<file path="src/rtl/pipeline_hazard_ctrl_if.sv">
// Hazard-control bundle between the datapath (master) and the stall/flush
// sequencer (slave). The master drives hazard status and the slave drives the
// hold/flush/redirect controls. Defining HAZARD_PERF_EN adds the perf counters.
interface pipeline_hazard_ctrl_if #(
  parameter int unsigned REG_ADDR_W = 5
`ifdef HAZARD_PERF_EN
  , parameter int unsigned PERF_W = 32
`endif
);
  // Hazard status from the datapath
  logic                  id_valid;
  logic [REG_ADDR_W-1:0] id_rs1_addr;
  logic [REG_ADDR_W-1:0] id_rs2_addr;
  logic                  id_rs1_used;
  logic                  id_rs2_used;
  logic                  ex_valid;
  logic                  ex_is_load;
  logic [REG_ADDR_W-1:0] ex_rd_addr;
  logic                  ex_busy;
  logic                  ex_redirect;
  logic                  mem_busy;

  // Stage controls back to the datapath
  logic                  pc_hold;
  logic                  pc_redirect;
  logic                  if_id_hold;
  logic                  if_id_flush;
  logic                  id_ex_hold;
  logic                  id_ex_flush;
  logic                  ex_mem_hold;
  logic                  ex_mem_flush;
  logic                  mem_wb_flush;
  logic [1:0]            state_o;
`ifdef HAZARD_PERF_EN
  logic [PERF_W-1:0]     perf_stall_cycles;
  logic [PERF_W-1:0]     perf_loaduse_cnt;
  logic [PERF_W-1:0]     perf_redirect_cnt;
`endif

  modport master (
    output id_valid, id_rs1_addr, id_rs2_addr, id_rs1_used, id_rs2_used,
           ex_valid, ex_is_load, ex_rd_addr, ex_busy, ex_redirect, mem_busy,
    input  pc_hold, pc_redirect, if_id_hold, if_id_flush, id_ex_hold,
           id_ex_flush, ex_mem_hold, ex_mem_flush, mem_wb_flush, state_o
`ifdef HAZARD_PERF_EN
    , input perf_stall_cycles, perf_loaduse_cnt, perf_redirect_cnt
`endif
  );

  modport slave (
    input  id_valid, id_rs1_addr, id_rs2_addr, id_rs1_used, id_rs2_used,
           ex_valid, ex_is_load, ex_rd_addr, ex_busy, ex_redirect, mem_busy,
    output pc_hold, pc_redirect, if_id_hold, if_id_flush, id_ex_hold,
           id_ex_flush, ex_mem_hold, ex_mem_flush, mem_wb_flush, state_o
`ifdef HAZARD_PERF_EN
    , output perf_stall_cycles, perf_loaduse_cnt, perf_redirect_cnt
`endif
  );
endinterface

</file>
<file path="src/rtl/pipeline_hazard_ctrl.sv">
// Central stall/flush sequencer for the 5-stage RV32 pipeline.
// Outputs are combinational from the registered state and the current hazard
// inputs. Priority: mem_busy > ex_busy > redirect > load-use. After reset the
// pipe is drained for RESET_FLUSH_CYCLES cycles.
// Optional feature macro: HAZARD_PERF_EN (stall / load-use / redirect counters).
module pipeline_hazard_ctrl #(
  parameter int unsigned RESET_FLUSH_CYCLES = 2,
  parameter int unsigned REG_ADDR_W         = 5
`ifdef HAZARD_PERF_EN
  , parameter int unsigned PERF_W           = 32
`endif
) (
  input logic                   clk,
  input logic                   rst,
  pipeline_hazard_ctrl_if.slave hz
);

  typedef enum logic [1:0] {
    S_INIT     = 2'd0,
    S_RUN      = 2'd1,
    S_EX_WAIT  = 2'd2,
    S_MEM_WAIT = 2'd3
  } state_e;

  localparam logic [REG_ADDR_W-1:0] X0_ADDR = '0;

  state_e     state_q, state_d;
  logic [3:0] cnt_q, cnt_d;
  logic       load_use;

  // A load writing a register the ID instruction reads; x0 never counts.
  assign load_use = hz.ex_valid && hz.ex_is_load && (hz.ex_rd_addr != X0_ADDR) &&
                    hz.id_valid &&
                    ((hz.id_rs1_used && (hz.id_rs1_addr == hz.ex_rd_addr)) ||
                     (hz.id_rs2_used && (hz.id_rs2_addr == hz.ex_rd_addr)));

  // Priority-ordered stall/flush decode and next-state selection.
  always_comb begin
    // NOTE: every output gets a default first so no branch can infer a latch.
    hz.pc_hold      = 1'b0;
    hz.pc_redirect  = 1'b0;
    hz.if_id_hold   = 1'b0;
    hz.if_id_flush  = 1'b0;
    hz.id_ex_hold   = 1'b0;
    hz.id_ex_flush  = 1'b0;
    hz.ex_mem_hold  = 1'b0;
    hz.ex_mem_flush = 1'b0;
    hz.mem_wb_flush = 1'b0;
    state_d         = state_q;
    cnt_d           = cnt_q;

    if (rst || (state_q == S_INIT)) begin
      // Drain: freeze the PC and bubble every stage register.
      hz.pc_hold      = 1'b1;
      hz.if_id_flush  = 1'b1;
      hz.id_ex_flush  = 1'b1;
      hz.ex_mem_flush = 1'b1;
      hz.mem_wb_flush = 1'b1;
      if (cnt_q <= 4'd1) state_d = S_RUN;
      else               cnt_d   = cnt_q - 4'd1;
    end else if (hz.mem_busy) begin
      hz.pc_hold      = 1'b1;
      hz.if_id_hold   = 1'b1;
      hz.id_ex_hold   = 1'b1;
      hz.ex_mem_hold  = 1'b1;
      hz.mem_wb_flush = 1'b1;
      state_d         = S_MEM_WAIT;
    end else if (hz.ex_busy) begin
      hz.pc_hold      = 1'b1;
      hz.if_id_hold   = 1'b1;
      hz.id_ex_hold   = 1'b1;
      hz.ex_mem_flush = 1'b1;
      state_d         = S_EX_WAIT;
    end else if (hz.ex_redirect && hz.ex_valid) begin
      // The ID instruction is wrong-path, so a coincident load-use is moot.
      hz.pc_redirect  = 1'b1;
      hz.if_id_flush  = 1'b1;
      hz.id_ex_flush  = 1'b1;
      state_d         = S_RUN;
    end else if (load_use) begin
      hz.pc_hold      = 1'b1;
      hz.if_id_hold   = 1'b1;
      hz.id_ex_flush  = 1'b1;
      state_d         = S_RUN;
    end else begin
      state_d         = S_RUN;
    end
  end

  // State and drain counter; synchronous reset re-enters the drain.
  always_ff @(posedge clk) begin
    // NOTE: sequential state uses non-blocking assignment so every register
    // samples the pre-edge values regardless of statement order.
    if (rst) begin
      state_q <= S_INIT;
      cnt_q   <= 4'(RESET_FLUSH_CYCLES);
    end else begin
      state_q <= state_d;
      cnt_q   <= cnt_d;
    end
  end

  assign hz.state_o = state_q;

`ifdef HAZARD_PERF_EN
  logic              stall_evt, lu_evt, red_evt;
  logic [PERF_W-1:0] stall_q, lu_q, red_q;

  // Load-use is the only case combining if_id_hold with id_ex_flush.
  assign stall_evt = hz.pc_hold && !rst && (state_q != S_INIT);
  assign lu_evt    = hz.if_id_hold && hz.id_ex_flush;
  assign red_evt   = hz.pc_redirect;

  // Saturating event counters, cleared by reset.
  always_ff @(posedge clk) begin
    if (rst) begin
      stall_q <= '0;
      lu_q    <= '0;
      red_q   <= '0;
    end else begin
      if (stall_evt && (stall_q != '1)) stall_q <= stall_q + PERF_W'(1);
      if (lu_evt    && (lu_q    != '1)) lu_q    <= lu_q    + PERF_W'(1);
      if (red_evt   && (red_q   != '1)) red_q   <= red_q   + PERF_W'(1);
    end
  end

  assign hz.perf_stall_cycles = stall_q;
  assign hz.perf_loaduse_cnt  = lu_q;
  assign hz.perf_redirect_cnt = red_q;
`endif

endmodule
</file>
<file path="src/flat_wrapper.sv">
// flat-port wrapper written by rule: the top's interface ports become plain ports
module pipeline_hazard_ctrl_flat 
#(
  parameter int unsigned RESET_FLUSH_CYCLES = 2,
  parameter int unsigned REG_ADDR_W         = 5

)
  (clk, rst, hz_id_valid, hz_id_rs1_addr, hz_id_rs2_addr, hz_id_rs1_used, hz_id_rs2_used, hz_ex_valid, hz_ex_is_load, hz_ex_rd_addr, hz_ex_busy, hz_ex_redirect, hz_mem_busy, hz_pc_hold, hz_pc_redirect, hz_if_id_hold, hz_if_id_flush, hz_id_ex_hold, hz_id_ex_flush, hz_ex_mem_hold, hz_ex_mem_flush, hz_mem_wb_flush, hz_state_o);
  pipeline_hazard_ctrl_if #(.REG_ADDR_W(REG_ADDR_W)) hz_i ();
  input logic clk;
  input logic rst;
  input wire logic [$bits(hz_i.id_valid)-1:0] hz_id_valid;
  input wire logic [$bits(hz_i.id_rs1_addr)-1:0] hz_id_rs1_addr;
  input wire logic [$bits(hz_i.id_rs2_addr)-1:0] hz_id_rs2_addr;
  input wire logic [$bits(hz_i.id_rs1_used)-1:0] hz_id_rs1_used;
  input wire logic [$bits(hz_i.id_rs2_used)-1:0] hz_id_rs2_used;
  input wire logic [$bits(hz_i.ex_valid)-1:0] hz_ex_valid;
  input wire logic [$bits(hz_i.ex_is_load)-1:0] hz_ex_is_load;
  input wire logic [$bits(hz_i.ex_rd_addr)-1:0] hz_ex_rd_addr;
  input wire logic [$bits(hz_i.ex_busy)-1:0] hz_ex_busy;
  input wire logic [$bits(hz_i.ex_redirect)-1:0] hz_ex_redirect;
  input wire logic [$bits(hz_i.mem_busy)-1:0] hz_mem_busy;
  output wire logic [$bits(hz_i.pc_hold)-1:0] hz_pc_hold;
  output wire logic [$bits(hz_i.pc_redirect)-1:0] hz_pc_redirect;
  output wire logic [$bits(hz_i.if_id_hold)-1:0] hz_if_id_hold;
  output wire logic [$bits(hz_i.if_id_flush)-1:0] hz_if_id_flush;
  output wire logic [$bits(hz_i.id_ex_hold)-1:0] hz_id_ex_hold;
  output wire logic [$bits(hz_i.id_ex_flush)-1:0] hz_id_ex_flush;
  output wire logic [$bits(hz_i.ex_mem_hold)-1:0] hz_ex_mem_hold;
  output wire logic [$bits(hz_i.ex_mem_flush)-1:0] hz_ex_mem_flush;
  output wire logic [$bits(hz_i.mem_wb_flush)-1:0] hz_mem_wb_flush;
  output wire logic [$bits(hz_i.state_o)-1:0] hz_state_o;
  assign hz_i.id_valid = hz_id_valid;
  assign hz_i.id_rs1_addr = hz_id_rs1_addr;
  assign hz_i.id_rs2_addr = hz_id_rs2_addr;
  assign hz_i.id_rs1_used = hz_id_rs1_used;
  assign hz_i.id_rs2_used = hz_id_rs2_used;
  assign hz_i.ex_valid = hz_ex_valid;
  assign hz_i.ex_is_load = hz_ex_is_load;
  assign hz_i.ex_rd_addr = hz_ex_rd_addr;
  assign hz_i.ex_busy = hz_ex_busy;
  assign hz_i.ex_redirect = hz_ex_redirect;
  assign hz_i.mem_busy = hz_mem_busy;
  assign hz_pc_hold = hz_i.pc_hold;
  assign hz_pc_redirect = hz_i.pc_redirect;
  assign hz_if_id_hold = hz_i.if_id_hold;
  assign hz_if_id_flush = hz_i.if_id_flush;
  assign hz_id_ex_hold = hz_i.id_ex_hold;
  assign hz_id_ex_flush = hz_i.id_ex_flush;
  assign hz_ex_mem_hold = hz_i.ex_mem_hold;
  assign hz_ex_mem_flush = hz_i.ex_mem_flush;
  assign hz_mem_wb_flush = hz_i.mem_wb_flush;
  assign hz_state_o = hz_i.state_o;
  pipeline_hazard_ctrl #(.RESET_FLUSH_CYCLES(RESET_FLUSH_CYCLES), .REG_ADDR_W(REG_ADDR_W)) u_core (.clk(clk), .rst(rst), .hz(hz_i));
endmodule
</file>
<file path="config.mk">
export PLATFORM = sky130hd
export DESIGN_NAME = pipeline_hazard_ctrl_flat
export DESIGN_NICKNAME = d
export VERILOG_FILES = /design/src/rtl/pipeline_hazard_ctrl_if.sv /design/src/rtl/pipeline_hazard_ctrl.sv /design/src/flat_wrapper.sv
export SDC_FILE = /design/constraint.sdc
export NUM_CORES = 1
export LEC_CHECK = 0
export CAP_MARGIN = 20
export CORE_UTILIZATION = 30
export DETAILED_ROUTE_END_ITERATION = 8
export PLACE_DENSITY = 0.71
export SYNTH_ARGS = -nofsm -noshare
export SYNTH_HDL_FRONTEND = slang
export SYNTH_SLANG_ARGS = --single-unit
</file>
<file path="constraint.sdc">
create_clock -name clk -period 3.6 [get_ports clk]
set_input_delay 0.72 -clock clk [delete_from_list [all_inputs] [get_ports clk]]
set_output_delay 0.72 -clock clk [all_outputs]
set_load 0.02 [all_outputs]
</file>
==> flow_summary.toml, run 1 <==
[power_and_ir_drop]
leakagePower_nw = 0.348
power.density_nw_per_um2 = 493
irDropWorstVdd_v = 0.000272

[synth]
syn_avg_cell_area_um2 = 7.86
synth_top_area_cell = "dfxtp_1"
ys_seq_area_share_pct = 23.9
syn_inst = 64
synth.distinct_cells = 23
synth_top_area_share_pct = 23.9
yosys_warnings = 0
ys_seq_elements = 6
syn_area_um2 = 503
synth_nets = 91
synth.area.top_cells = "dfxtp_1 (24%), xor2_1 (16%), nor2_1 (8.2%)"

[timing]
worst-slew-pin-transition_ns = 0.388
hold_slack_ns = 0.478
drv_slew = 0
fin_crit_sh_pct = 95.5
grt_setup_unrepaired = "false"
hold_viol_final = 0
skew_ns = 0.00615
relSlewSlack_pct = 74.1
period_needed_ns = 3.44
max_freq_mhz = 291
setup_viol = 0
final.setup.tns_ns = 0

[floorplan]
dieArea_um2 = 1840
core-area_um2 = 1540
initial_utilization_pct = 32.6
die_y_um = 42.9
die_w_um = 42.9
rows = 14
ios = 36

[drt]
routed-via-count = 601
drc = 0
drtAntennaViolNets = 0
first_pass_iters = 4
vias_per_cell = 5.05
drtIter0Drc = 9
routed_wl_mm = 1.50
wl_per_cell_um = 12.6

[final_layout]
area_growth_syn_to_layout_pct = 80.8
drive_gt1_share_pct = 8.74
postLayoutCellArea_um2 = 910
antenna_cells = 0
nets = 132
instances_no_fill = 119

[global_route]
track_usage_pct = 17.8
grt_pass1_wl_mm = 2.45
grt_max_degree = 9
grt_overflow = 0
grt_pass1_vias = 566
antenna_found_initial = 0

[setup_path]
critPathMaxStageDelay_ns = 0.63
crit_path_end_kind = "output port"
r2r_start = "u_core.cnt_q[0]"
critPathArrivalTime_ns = 2.72
cp_top_family = "buffers and inverters"
critical_path_buf_inv_count = 2
critical_path_class = "input port to output port"
crit_fanout = 3
crit_top_cell = "clkdlybuf4s50_1"
r2r-end = "u_core.cnt_q[3]"
worstPathRequired_ns = 2.88
cp_cell_sequence = "clkdlybuf4s50_1 > xor2_1 > nor4_2 > a32oi_1 > o21ai_0 > clkdlybuf4s50_1"
r2r_slack_ns = 2.12
critPathSlowestCell = "clkdlybuf4s50_1"
reg2reg_depth = 6
cp-start-kind = "input port"

[place]
placed_cells_incl_taps = 116
place.gp.congestion = 0.849
dpl_cell_area_um2 = 881
dp_hpwl_mm = 1.29
portBuffers = 35

[cts]
cts_sinks = 6
cts_inserted_buffers = 3
h-tree-depth = 1
clkTransAtPathRegs_ns = 0.04
cts_tree = "built"
clkLatencyLatePin_ns = 0.25
clockBufferDepth = 2
cts_root_buf = "clkbuf_4"

[flow_run]
maxCapViolations = 0

[worst_hold_path]
hold_path_class = "register to register"
hp-start = "u_core.cnt_q[1]"
min_to = "u_core.cnt_q[1]"
min_path_cells = 1

[run_status]
status = "finished clean"
[synthesized netlist by cell type]
library cell,count
a211o_2,1
a21oi_1,2
a31oi_1,1
a32oi_1,1
and2_0,1
and2_1,1
dfxtp_1,6
ha_1,2
inv_1,4
nand2_1,4
nand3_1,1
nor2_1,11
nor3_1,3
nor4_1,3
o211ai_1,2
o21ai_0,3
o21bai_4,1
o22ai_1,1
o31ai_4,1
or2_2,1
or3_1,2
xnor2_1,3
xor2_1,9
[cell usage in the layout (no fill, tap or decap), drive strengths merged]
cell type,instances
clkdlybuf4s50,35
nor2,11
xor2,9
dfxtp,6
inv,4
nand2,4
o21ai,3
xnor2,3
nor3,3
clkbuf,3
nor4,3
a21oi,2
o211ai,2
or3,2
ha,2
and2,2
o21bai,1
or2,1
a32oi,1
nand3,1
a31oi,1
o22ai,1
o31ai,1
a211o,1
buf,1
[per-stage QoR]
step	util, %	power [mW]	worst slack (ns)
2_1_floorplan	-	0.275	1.09
3_3_place_gp	57.1	0.382	0.206
3_5_place_dp	57.1	0.388	0.149
4_1_cts	58.6	0.454	0.149
5_1_grt	59.0	0.484	0.0768
6_report	59.0	0.449	0.163
[worst reg2reg max path, cell delays in order, from the launching register on]
cell and delay, ns:
dfxtp_1 0.36, inv_1 0.08, ha_1 0.21, nor2_1 0.17
o31ai_4 0.10, or3_1 0.36, a21oi_1 0.14
[layer usage]
| layer | up-vias | part of all wire [%] | track usage, % |
|---|---|---|---|
| met2 | 20 | 55 | 31.2 |
| li1 | 304 | - | - |
| met5 | - | 0 | 0 |
| met1 | 275 | 39 | 19.6 |
| met4 | 0 | 0.86 | 6.06 |
| met3 | 2 | 5.3 | 6.38 |
[sequential cells by signal, indices dropped and copies added, names as in the netlist]
register / cells
u_core.hz.state_o: 2
u_core.cnt_q: 4
[kinds of logic (layout without fill, tap and decap cells)]
kind of cell	count (synthesis)	in the layout	synth area share, %
xor gates and xnor gates	12	12	20.9
adders and majority gates	2	2	4.97
and+or+nand+nor	27	27	25.1
AOI/OAI and AO/OA	13	13	22.1
DFF	6	6	23.9
buffers and inverters	4	43	2.98
[cell type report]
type,count,area [µm²]
clock buffers,3,22.5
fillers,142,632
flip-flops and latches,6,120
inverters,4,15.0
multi-input cells,54,374
well taps,16,20.0
repair buffers,36,358
[report_power, final]
group | switching, mW | internal [mW]
clock network | 0.0253 | 0.0378
registers | 0.0256 | 0.0907
logic | 0.133 | 0.136
total | 0.184 | 0.265
[what timing repair did]
action / 4_1_cts / 5_1_grt
buffers inserted: 0 / 0
gates resized for setup: 0 / 1
hold buffers: 0 / 0
setup endpoints to repair: 0 / 2
[worst max path at each step]
stage	endpoint	cells past startpoint	start	slack [ns]
finish	hz_id_ex_flush	6	hz_ex_rd_addr[3]	0.16
global route	hz_if_id_hold	6	hz_ex_rd_addr[3]	0.08
CTS	hz_pc_hold	6	hz_ex_rd_addr[3]	0.15
detailed placement	hz_pc_hold	6	hz_ex_rd_addr[3]	0.15
global placement	hz_pc_hold	6	hz_ex_rd_addr[3]	0.21
floorplan	hz_id_ex_flush	4	hz_ex_rd_addr[3]	1.09
Power figures use the tool's default switching activity.
==> inputs of run 2 (changes only) <==
--- a/config.mk
+++ b/config.mk
@@ -8,7 +8,8 @@
 export CAP_MARGIN = 20
 export CORE_UTILIZATION = 30
 export DETAILED_ROUTE_END_ITERATION = 8
-export PLACE_DENSITY = 0.71
+export PLACE_DENSITY = 0.72
+export SLEW_MARGIN = 20
 export SYNTH_ARGS = -nofsm -noshare
 export SYNTH_HDL_FRONTEND = slang
 export SYNTH_SLANG_ARGS = --single-unit
==> run 2 against run 1 <==
Clock skew down 0.0040 ns; via count fell by 1.0%; sequential power about the same; hold slack improved by 0.0042 ns; critical endpoint unchanged.
==> flow_summary.toml, run 2 (same netlist as run 1, synthesis figures left out) <==
[cts]
cts.repair.resized = 0
cts_root_buf = "clkbuf_4"
clkTransAtPathRegs_ns = 0.04
clockBufferDepth = 2
cts_tree = "built"
ctsHoldBuffers = 0
h-tree-depth = 1
cts_inserted_buffers = 3
cts_setup_buffers = 0
cts_sinks = 6
clkLatencyLatePin_ns = 0.25

[final_layout]
instances_no_fill = 119
layout_commonest_cell = "clkdlybuf4s50_1"
largest_register = "u_core.cnt_q"
most-common-layout-cells = "clkdlybuf4s50_1 (35), nor2_1 (11), xor2_1 (9)"
area_growth_syn_to_layout_pct = 79.6
drive_gt1_share_pct = 7.77
antenna_cells = 0
largest_reg_flops = 4
nets = 132

[timing]
worst-slew-pin-transition_ns = 0.395
final.setup.tns_ns = 0
setup_viol = 0
relSlewSlack_pct = 73.5
drv_slew = 0
hold_slack_ns = 0.482
skew_ns = 0.00218
period_needed_ns = 3.42
grt_setup_unrepaired = "false"
hold_viol_final = 0
fin_crit_sh_pct = 95.0
max_freq_mhz = 292

[power_and_ir_drop]
leakagePower_nw = 0.348
irDropWorstVdd_v = 0.000325
power.density_nw_per_um2 = 493

[setup_path]
r2r_slack_ns = 2.11
critPathSlowestCell = "clkdlybuf4s50_1"
r2r_start = "u_core.cnt_q[0]"
critical_path_class = "input port to output port"
cp_cell_sequence = "clkdlybuf4s50_1 > xor2_1 > nor4_1 > a32oi_1 > o21ai_0 > clkdlybuf4s50_1"
crit_fanout = 3
worstPathRequired_ns = 2.88
crit_top_cell = "clkdlybuf4s50_1"
critPathMaxStageDelay_ns = 0.64
reg2reg_depth = 6
critPathArrivalTime_ns = 2.70
crit_path_end_kind = "output port"
r2r-end = "u_core.cnt_q[3]"
cp-start-kind = "input port"

[global_route]
grt_pass1_wl_mm = 2.44
antenna_found_initial = 0
track_usage_pct = 17.8
grt_pass1_vias = 546
grt_max_degree = 9
grt_overflow = 0

[floorplan]
initial_utilization_pct = 32.6
rows = 14
die_y_um = 42.9
die_w_um = 42.9
ios = 36
core-area_um2 = 1540
dieArea_um2 = 1840

[place]
portBuffers = 35
dp_hpwl_mm = 1.22
place.gp.congestion = 0.896
placed_cells_incl_taps = 116

[flow_run]
maxCapViolations = 0

[worst_hold_path]
min_path_cells = 1
hold_path_class = "register to register"
min_to = "u_core.cnt_q[1]"
hp-start = "u_core.cnt_q[1]"

[drt]
wl_per_cell_um = 12.3
routed-via-count = 595
drtAntennaViolNets = 0
first_pass_iters = 4
vias_per_cell = 5.00
drtIter0Drc = 12
drc = 0
routed_wl_mm = 1.46

[run_status]
status = "finished clean"
[run 2: how the worst max path moves through the flow]
stage / startpoint / to / depth (start not counted)
5_1_grt: hz_ex_rd_addr[3] / hz_id_ex_flush / 6
4_1_cts: hz_ex_rd_addr[3] / hz_id_ex_flush / 6
2_1_floorplan: hz_ex_rd_addr[3] / hz_id_ex_flush / 4
3_5_place_dp: hz_ex_rd_addr[3] / hz_id_ex_flush / 6
3_3_place_gp: hz_ex_rd_addr[3] / hz_id_ex_flush / 6
6_report: hz_ex_rd_addr[3] / hz_id_ex_flush / 6
[run 2: final cells by class]
class                      instances  area [µm²]
fill                             152         638
inverter                           4        15.0
timing repair buffer              36         358
sequential                         6         120
multi-input combinational         54         368
clock buffer                       3        22.5
tap                               16        20.0
[run 2: critical path: cells and delay by family]
| kind | cells | cell delay, ns |
|---|---|---|
| xor gates and xnor gates | 1 | 0.20 |
| buffers and inverters | 2 | 1.11 |
| and+or+nand+nor | 1 | 0.27 |
| AOI/OAI and AO/OA | 2 | 0.39 |
[run 2: power breakdown]
| part | switching [mW] | total, mW | internal, mW |
|---|---|---|---|
| clock network | 0.0242 | 0.0619 | 0.0377 |
| logic | 0.131 | 0.267 | 0.136 |
| registers | 0.0257 | 0.116 | 0.0908 |
| total | 0.181 | 0.445 | 0.264 |
[run 2: per-layer routing]
layer  track usage, %  routed length (µm)  up-vias
li1                 -                   -      303
met1             20.8                 629      265
met2             29.1                 721       23
met3             6.81                  75        4
met4             7.27                  35        0
met5                0                   0        -
[run 2: stage by stage]
step | setup slack, ns | total power [mW] | util (%) | cell area [µm²]
after CTS | 0.192 | 0.451 | 58.6 | 903
after floorplan | 1.09 | 0.275 | - | 503
after global placement | 0.181 | 0.381 | 57.1 | 881
final | 0.181 | 0.445 | 58.6 | 903
after global routing | 0.0483 | 0.481 | 58.6 | 903
after detailed placement | 0.192 | 0.387 | 57.1 | 881
